**config.mk**
```make
export PLATFORM = sky130hd
export DESIGN_NAME = hamming_ecc_writer_flat
export DESIGN_NICKNAME = d
export VERILOG_FILES = /design/src/rtl/hamming_ecc_writer_pkg.sv /design/src/rtl/hamming_ecc_writer_if.sv /design/src/rtl/hamming_ecc_writer_parity_gen.sv /design/src/rtl/hamming_ecc_writer.sv /design/src/flat_wrapper.sv
export SDC_FILE = /design/constraint.sdc
export NUM_CORES = 1
export LEC_CHECK = 0
export CORE_MARGIN = 8
export CORE_UTILIZATION = 55
export DETAILED_ROUTE_END_ITERATION = 7
export PLACE_DENSITY = 0.9
export SLEW_MARGIN = 0
export SYNTH_ARGS = -nofsm -noshare
export SYNTH_HDL_FRONTEND = slang
export SYNTH_SLANG_ARGS = --single-unit
```
**constraint.sdc**
```tcl
create_clock -name clk -period 2.6 [get_ports clk]
set_clock_uncertainty 0.05 [all_clocks]
set_input_delay 0.78 -clock clk [delete_from_list [all_inputs] [get_ports clk]]
set_output_delay 0.78 -clock clk [all_outputs]
set_load 0.01 [all_outputs]
```
**src/rtl/hamming_ecc_writer_pkg.sv**
```systemverilog
// Shared definitions for the Hamming (12,8) write-side encoder.
// Codeword index i holds Hamming position i+1; parity sits at the power-of-two positions.
// Optional feature macro used elsewhere in this slice: HAMMING_ERR_INJECT_EN.
package hamming_pkg;

  localparam int DATA_W = 8;
  localparam int CODE_W = 12;
  localparam int PAR_W  = 4;

  // Codeword index of each parity bit (Hamming positions 1, 2, 4, 8)
  localparam int PAR_IDX [PAR_W] = '{0, 1, 3, 7};

  // Codeword index receiving each data bit d0..d7
  localparam int DATA_IDX [DATA_W] = '{2, 4, 5, 6, 8, 9, 10, 11};

  typedef logic [CODE_W-1:0] code_t;

  typedef enum logic [1:0] {
    EMPTY = 2'd0,
    ONE   = 2'd1,
    TWO   = 2'd2
  } skid_state_e;

endpackage

```
**src/rtl/hamming_ecc_writer_if.sv**
```systemverilog
// Write-request and memory-side handshake bundle for hamming_ecc_writer.
// master = the surrounding system (requester plus memory port), slave = the encoder.
interface hamming_ecc_writer_if
  import hamming_pkg::*;
#(
  parameter int ADDR_W = 4
);

  logic              in_valid;
  logic              in_ready;
  logic [ADDR_W-1:0] in_addr;
  logic [DATA_W-1:0] in_data;
  logic              out_valid;
  logic              out_ready;
  logic [ADDR_W-1:0] out_addr;
  code_t             out_code;

  modport master (
    output in_valid, in_addr, in_data, out_ready,
    input  in_ready, out_valid, out_addr, out_code
  );

  modport slave (
    input  in_valid, in_addr, in_data, out_ready,
    output in_ready, out_valid, out_addr, out_code
  );

endinterface

```
**src/rtl/hamming_ecc_writer_parity_gen.sv**
```systemverilog
// Combinational Hamming (12,8) SEC encoder: scatters the data byte into its
// codeword positions, then forms each even-parity bit over the positions
// whose (index+1) has that parity bit's weight set.
module hamming_parity_gen
  import hamming_pkg::*;
(
  input  logic [DATA_W-1:0] data,
  output code_t             code
);

  code_t placed;
  logic  par;

  // Place data bits, then derive the four parity bits from the placed word
  always_comb begin
    placed = '0;
    par    = 1'b0;
    for (int d = 0; d < DATA_W; d++) begin
      placed[DATA_IDX[d]] = data[d];
    end
    code = placed;
    for (int k = 0; k < PAR_W; k++) begin
      par = 1'b0;
      for (int j = 0; j < CODE_W; j++) begin
        if (((j + 1) & (1 << k)) != 0) begin
          par = par ^ placed[j];
        end
      end
      code[PAR_IDX[k]] = par;
    end
  end

endmodule

```
**src/rtl/hamming_ecc_writer.sv**
```systemverilog
// Write-side Hamming (12,8) encoder stage with a 2-entry skid buffer.
// Accepted words are encoded and presented one cycle later; in_ready is
// registered so there is no combinational path from out_ready to in_ready.
// Optional macro HAMMING_ERR_INJECT_EN adds a one-shot single-bit error injector.
module hamming_ecc_writer
  import hamming_pkg::*;
#(
  parameter int ADDR_W = 4,
  parameter int CNT_W  = 16
)
(
  input  logic                clk,
  input  logic                rst,
  hamming_ecc_writer_if.slave bus,
`ifdef HAMMING_ERR_INJECT_EN
  input  logic                inj_arm,
  input  logic [3:0]          inj_pos,
`endif
  output logic [CNT_W-1:0]    enc_count
);

  skid_state_e       state_q, state_d;
  logic              in_ready_q, in_ready_d;
  logic              out_valid_q, out_valid_d;
  logic [ADDR_W-1:0] out_addr_q, out_addr_d;
  logic [ADDR_W-1:0] skid_addr_q, skid_addr_d;
  code_t             out_code_q, out_code_d;
  code_t             skid_code_q, skid_code_d;
  logic [CNT_W-1:0]  count_q, count_d;
  code_t             raw_code;
  code_t             flip_mask;
  code_t             new_code;
  logic              accept;

  assign accept = bus.in_valid & in_ready_q;

  hamming_parity_gen u_parity_gen (
    .data (bus.in_data),
    .code (raw_code)
  );

`ifdef HAMMING_ERR_INJECT_EN
  logic       armed_q, armed_d;
  logic [3:0] pos_q, pos_d;

  // Arm on the first inj_arm while idle; the next accepted word consumes the arm
  always_comb begin
    armed_d   = armed_q;
    pos_d     = pos_q;
    flip_mask = '0;
    for (int i = 0; i < CODE_W; i++) begin
      flip_mask[i] = armed_q && (int'(pos_q) == i);
    end
    if (!armed_q && inj_arm) begin
      armed_d = 1'b1;
      pos_d   = inj_pos;
    end else if (armed_q && accept) begin
      armed_d = 1'b0;
    end
  end

  // Injector state register
  always_ff @(posedge clk) begin
    if (rst) begin
      armed_q <= 1'b0;
      pos_q   <= '0;
    end else begin
      armed_q <= armed_d;
      pos_q   <= pos_d;
    end
  end
`else
  assign flip_mask = '0;
`endif

  assign new_code = raw_code ^ flip_mask;

  // Skid-buffer next state: output register first, overflow into the skid slot
  always_comb begin
    state_d     = state_q;
    out_addr_d  = out_addr_q;
    out_code_d  = out_code_q;
    skid_addr_d = skid_addr_q;
    skid_code_d = skid_code_q;
    count_d     = count_q;

    if (accept && (count_q != {CNT_W{1'b1}})) begin
      count_d = count_q + 1'b1;
    end

    unique case (state_q)
      EMPTY: begin
        if (accept) begin
          out_addr_d = bus.in_addr;
          out_code_d = new_code;
          state_d    = ONE;
        end
      end
      ONE: begin
        if (accept && bus.out_ready) begin
          out_addr_d = bus.in_addr;
          out_code_d = new_code;
        end else if (accept) begin
          skid_addr_d = bus.in_addr;
          skid_code_d = new_code;
          state_d     = TWO;
        end else if (bus.out_ready) begin
          state_d = EMPTY;
        end
      end
      TWO: begin
        if (bus.out_ready) begin
          out_addr_d = skid_addr_q;
          out_code_d = skid_code_q;
          state_d    = ONE;
        end
      end
      default: state_d = EMPTY;
    endcase

    out_valid_d = (state_d != EMPTY);
    in_ready_d  = (state_d != TWO);
  end

  // Registered datapath, handshake flags and counter
  always_ff @(posedge clk) begin
    if (rst) begin
      state_q     <= EMPTY;
      in_ready_q  <= 1'b1;
      out_valid_q <= 1'b0;
      out_addr_q  <= '0;
      out_code_q  <= '0;
      skid_addr_q <= '0;
      skid_code_q <= '0;
      count_q     <= '0;
    end else begin
      state_q     <= state_d;
      in_ready_q  <= in_ready_d;
      out_valid_q <= out_valid_d;
      out_addr_q  <= out_addr_d;
      out_code_q  <= out_code_d;
      skid_addr_q <= skid_addr_d;
      skid_code_q <= skid_code_d;
      count_q     <= count_d;
    end
  end

  assign bus.in_ready  = in_ready_q;
  assign bus.out_valid = out_valid_q;
  assign bus.out_addr  = out_addr_q;
  assign bus.out_code  = out_code_q;
  assign enc_count     = count_q;

endmodule

```
**src/flat_wrapper.sv**
```systemverilog
// flat-port wrapper written by rule: the top's interface ports become plain ports
module hamming_ecc_writer_flat import hamming_pkg::*;
#(
  parameter int ADDR_W = 4,
  parameter int CNT_W  = 16
)
  (clk, rst, enc_count, bus_in_valid, bus_in_addr, bus_in_data, bus_out_ready, bus_in_ready, bus_out_valid, bus_out_addr, bus_out_code);
  hamming_ecc_writer_if #(.ADDR_W(ADDR_W)) bus_i ();
  input  logic clk;
  input  logic rst;
  output logic [CNT_W-1:0] enc_count;
  input wire logic [$bits(bus_i.in_valid)-1:0] bus_in_valid;
  input wire logic [$bits(bus_i.in_addr)-1:0] bus_in_addr;
  input wire logic [$bits(bus_i.in_data)-1:0] bus_in_data;
  input wire logic [$bits(bus_i.out_ready)-1:0] bus_out_ready;
  output wire logic [$bits(bus_i.in_ready)-1:0] bus_in_ready;
  output wire logic [$bits(bus_i.out_valid)-1:0] bus_out_valid;
  output wire logic [$bits(bus_i.out_addr)-1:0] bus_out_addr;
  output wire logic [$bits(bus_i.out_code)-1:0] bus_out_code;
  assign bus_i.in_valid = bus_in_valid;
  assign bus_i.in_addr = bus_in_addr;
  assign bus_i.in_data = bus_in_data;
  assign bus_i.out_ready = bus_out_ready;
  assign bus_in_ready = bus_i.in_ready;
  assign bus_out_valid = bus_i.out_valid;
  assign bus_out_addr = bus_i.out_addr;
  assign bus_out_code = bus_i.out_code;
  hamming_ecc_writer #(.ADDR_W(ADDR_W), .CNT_W(CNT_W)) u_core (.clk(clk), .rst(rst), .bus(bus_i), .enc_count(enc_count));
endmodule
```
; ---- Word-level counts from Yosys, hierarchy flattened
; Index checks and enable logic that the tools add are counted.
[op_classes]
reduce_logical = 7
n_bitwise = 16
eq_ne = 7
n_mux = 14
addsub = 1
[op_table]
columns = operator, count
row1 = $mux W12, 3
row2 = $pmux W12 S3, 1
row3 = $add A16 B1 Y16 const B, 1
row4 = $ne A16 B16 Y1 const B, 1
row5 = $xor A1 B1 Y1, 14
row6 = $mux W4, 3
row7 = $pmux W4 S3, 1
row8 = $mux W2, 5
row9 = $pmux W2 S3, 1
row10 = $ne A2 B1 Y1 const B, 2
row11 = $ne A2 B2 Y1 const B, 2
row12 = $reduce_and A4 Y1, 1
row13 = $reduce_and A3 Y1, 1
row14 = $reduce_bool A3 Y1, 1
row15 = $eq A2 B1 Y1 const B, 1
row16 = $eq A2 B2 Y1 const B, 1
row17 = $logic_and A1 B1 Y1, 2
row18 = $logic_not A2 Y1, 1
row19 = $reduce_bool A2 Y1, 1
row20 = $and A1 B1 Y1, 1
row21 = $not A1 Y1, 1
[totals]
register_bits = 52
elab_cells = 53

; ---- Logic depth before layout (Yosys ltp)
[logic_depth]
depth_word = 6
ltp_mapped = 7

; ---- By module
; Synthesis repeated with hierarchy kept, for this count alone.
[unflattened]
hier_cells = 262
area_unflattened_um2 = 2471.1
[by_module_without_submodules]
columns = module, cells_each, seq_area_each_um2, n_inst, area_per_inst_um2
row1 = hamming_ecc_writer, 242, 1041.0, 1, 2292.2
row2 = hamming_parity_gen, 20, 0.0, 1, 178.9

; ---- Worst setup path after synthesis
; Ideal clock, no wire load.
[synth_path]
kind = input-to-reg
startpoint = input port bus_in_valid
endpoint = register u_core.count_q[13] (netlist: u_core.enc_count[13])
path_buffers = 0
required_time_ns = 2.427
setup_ns = 0.123
arrival_time_ns = 1.653
stages = 4
path_slack_ns = 0.774
path_cell_list = and2_2 nand2_2 nor4_1 mux2_1
[synth_via]
elab_chain_len = 2
[synth_lines]
columns = element, line
row1 = "start, declared", flat_wrapper.sv:12  ; input wire logic [$bits(bus_i.in_valid)-1:0] bus_in_valid;
row2 = $and A1 B1 Y1, hamming_ecc_writer.sv:35  ; assign accept = bus.in_valid & in_ready_q;
row3 = $logic_and A1 B1 Y1, hamming_ecc_writer.sv:87  ; if (accept && (count_q != {CNT_W{1'b1}})) begin
row4 = "end signal, assigned", hamming_ecc_writer.sv:144  ; count_q <= count_d;
row5 = "end, declared", hamming_ecc_writer.sv:29  ; logic [CNT_W-1:0] count_q, count_d;
; Every way passes these cells.
; A chain may end at the register's enable or synchronous reset.

; ---- Worst setup path after layout
; Ends and elaborated chain as after synthesis.

==> summary.md <==
| Metric | Value |
|---|---|
| Clk_lat worst skew | `0.31 ns` |
| Yosys cell types | `46` |
| Buffers on Ports | `49` |
| Critical path type | `input port to flip-flop` |
| Primary FF master, synth | `dfxtp_1` |
| Pwr dens | `532 mW/mm2` |
| Fmax | `454 MHz` |
| Synth-to-layout area growth | `26.0%` |
| Worst rel slew slack | `64.5%` |
| Synthesized area per cell | `8.55 um2` |
| Avg Vias per Cell | `5.87` |
| N_diodes | `0` |
| Leak | `1.10 nW` |
| Total global routing overflow | `0` |
| Mux cell area share after synthesis | `1.26%` |
| GP Congestion | `0.859` |
| Post-synthesis sequential area ratio | `42.0%` |
| Die Ht | `83.1 um` |
| Worst path arrival time | `2.35 ns` |
| Post-CTS Resized | `0` |
| Simple-gate share of the synthesized area | `27.4%` |
| Final WL | `5.97 mm` |
| Clock Pin Slew Worst Setup and Hold Paths | `0.09 ns` |
| Fin. Hold Viols | `0` |
| Min Hold Slack | `0.408 ns` |
| Vias | `2305` |
| Cell count after synthesis | `290` |
| Min-Delay Path Class | `flip-flop to flip-flop` |
| Initial drt markers | `151` |
| Setup_tns | `0 ns` |
| Drt pass-1 iters | `4` |
| Area share of fa/ha/maj cells after synthesis | `0.505%` |
| Placeable core area | `0.00435 mm2` |
| CTS tree | `done` |
| Post-cts hold buffer count | `0` |
| Post-DP HPWL | `4.31 mm` |
| # Post-CTS Setup Buffers | `0` |
| Critical Path RT | `2.75 ns` |
| Tcrit/Tclk final | `84.8%` |
| Final setup fails | `0` |
| Area of the multi-input gates | `0.00133 mm2` |
| Shortest period the worst path allows | `2.20 ns` |
| Number of routed nets with antenna violations | `0` |
| Avg WL per Cell | `15.2 um` |
| # nets final | `357` |
| Share of cells above drive strength 1 | `9.97%` |
| Total Routing Usage GR | `17.1%` |
| FF/Latch Area | `0.00104 mm2` |
| Die width | `83.1 um` |
| Worst Max-Slew Pin Slew | `0.532 ns` |
| Async set-reset flop share out of synthesis | `0%` |
| Synthesized flop and latch total | `52` |
| Final Core Density | `71.7%` |
| Largest family of logic cells by synthesized area | `simple AND/OR/NAND/NOR gates` |
| Maximum root-to-sink buffer count | `2` |
| Die footprint | `0.00691 mm2` |
| Syn nets | `307` |
| Max H-tree Level | `2` |
| Power Total | `1.66 mW` |
| Num CTS Buffers | `5` |
| Number of I/O pins | `50` |
| EDFF count, synth | `0` |
| Critical path launch point type | `input port` |
| Pin count of the biggest net entering global routing | `34` |
| Synth Area in XOR/XNOR | `4.64%` |
| # DRC | `0` |
| Worst ir drop on vdd | `0.000348 V` |
| Fill cells | `319` |
| RSZ-0062 raised after global routing | `no` |
| Crit. End Element | `flip-flop` |
| Complex-gate fraction of the synthesized area | `19.8%` |
| Initial antenna violation count | `0` |
| Max-Cap Viols | `0` |
| Cell row count | `24` |
| Final Max Tran Viols | `0` |
| Clk sink count | `52` |
| Vias in the first global route | `2224` |
| CP Max Fanout | `9` |
| First-pass GRT wire length | `10.2 mm` |
| Synthesized cell area | `0.00248 mm2` |
| Initial core utilization | `56.9%` |
| Root buffer cell | `clkbuf_8` |
| Yosys warnings | `0` |
| Status | `completed` |
==> sequential cells by signal, summed over array words and instances, names as in the netlist <==
name / flops
u_core.enc_count: 16
u_core.bus.out_code: 12
u_core.skid_code_q: 12
u_core.bus.out_addr: 4
u_core.skid_addr_q: 4
u_core.state_q: 2
u_core.bus.in_ready: 1
u_core.bus.out_valid: 1
==> synthesized netlist by cell type, types with 3 or more instances <==
cell       n  area (um2)
nand2_1   67         251
dfxtp_1   52        1040
a21oi_1   29         145
nor3_1    16        80.1
nor2_1    12        45.0
a311oi_2   8         120
inv_1      7        26.3
nand3_1    7        35.0
o31ai_1    7        52.6
or4_1      7        52.6
a311oi_1   6        52.6
clkbuf_1   6        22.5
xnor2_1    5        43.8
buf_2      4        20.0
o21ai_0    4        20.0
or3_1      4        25.0
buf_1      3        11.3
o21ai_1    3        15.0
xor2_1     3        26.3
==> cell usage in the layout, fill, tap and decap left out, drive strengths merged, types with 2 or more instances in the layout <==
master         synthesis  final
nand3                  8      8
dfxtp                 52     52
or3                    4      4
inv                    7      7
nor2b                  2      2
nor4                   4      4
o41ai                  2      2
nor3                  16     16
a311oi                14     14
mux2i                  2      2
nand2b                 2      2
clkdlybuf4s50          0     48
nor2                  13     13
and3                   2      2
xor2                   3      3
a211oi                 2      2
nand4                  3      3
and4                   2      2
buf                   10     11
clkbuf                 6      8
or2                    2      2
o2bb2ai                2      2
o31ai                  7      7
a21oi                 29     29
xnor2                  5      5
xnor3                  2      2
or4                    7      7
o21ai                  7      7
nand2                 68     68
==> worst paths after layout <==
path	startpoint	endpoint	slack, ns	cells past startpoint
hold / removal	u_core.skid_addr_q[3]	u_core.skid_addr_q[3]	0.41	2
setup / recovery	bus_in_valid	u_core.enc_count[13]	0.40	5
setup reg to reg	u_core.enc_count[0]	u_core.enc_count[12]	0.85	5
hold reg to reg	u_core.skid_addr_q[3]	u_core.skid_addr_q[3]	0.41	2
==> layout make-up <==
| type | count | area share [%] |
|---|---|---|
| Clock buffer | 8 | 2.88 |
| Sequential cell | 52 | 33.3 |
| Timing Repair Buffer | 59 | 18.3 |
| Tap cell | 52 | 2.08 |
| Multi-Input combinational cell | 215 | 42.5 |
| Inverter | 7 | 0.841 |
==> power breakdown <==
group	leakage [nW]	total (mW)	switching (mW)	internal, mW
Clock	0.0455	0.474	0.257	0.218
Sequential	0.425	0.869	0.0286	0.840
Combinational	0.627	0.320	0.154	0.166
==> worst max-delay path, stage by stage <==
cell,delay (ns)
clkdlybuf4s50_1,0.55
and2_2,0.21
nand2_2,0.11
nor4_1,0.35
mux2_1,0.35
==> metrics by stage <==
step	instance area [um2]	setup slack, ns	std cells
2_1_floorplan	2480	0.774	290
3_3_place_gp	3030	0.120	385
3_5_place_dp	3030	0.0812	385
4_1_cts	3120	0.406	393
5_1_grt	3120	0.298	393
6_report	3120	0.396	393
==> layer usage <==
| layer | GRT usage [%] | part of all wire (%) | vias up |
|---|---|---|---|
| met5 | 0 | 0 | - |
| met4 | 7.19 | 2.1 | 0 |
| met3 | 5.96 | 7.0 | 13 |
| met2 | 27.9 | 49 | 88 |
| met1 | 19.8 | 42 | 1065 |
| li1 | - | - | 1139 |
==> logic make-up (layout without fill, tap and decap cells) <==
logic type,after synthesis,in the layout
AND/OR/NAND/NOR,135,135
AO/OA/AOI/OAI,66,66
flip-flops,52,52
buffers and inverters,23,74
XOR/XNOR,10,10
multiplexers,3,3
adder cells (fa/ha/maj),1,1
Power figures use the tool's default switching activity.
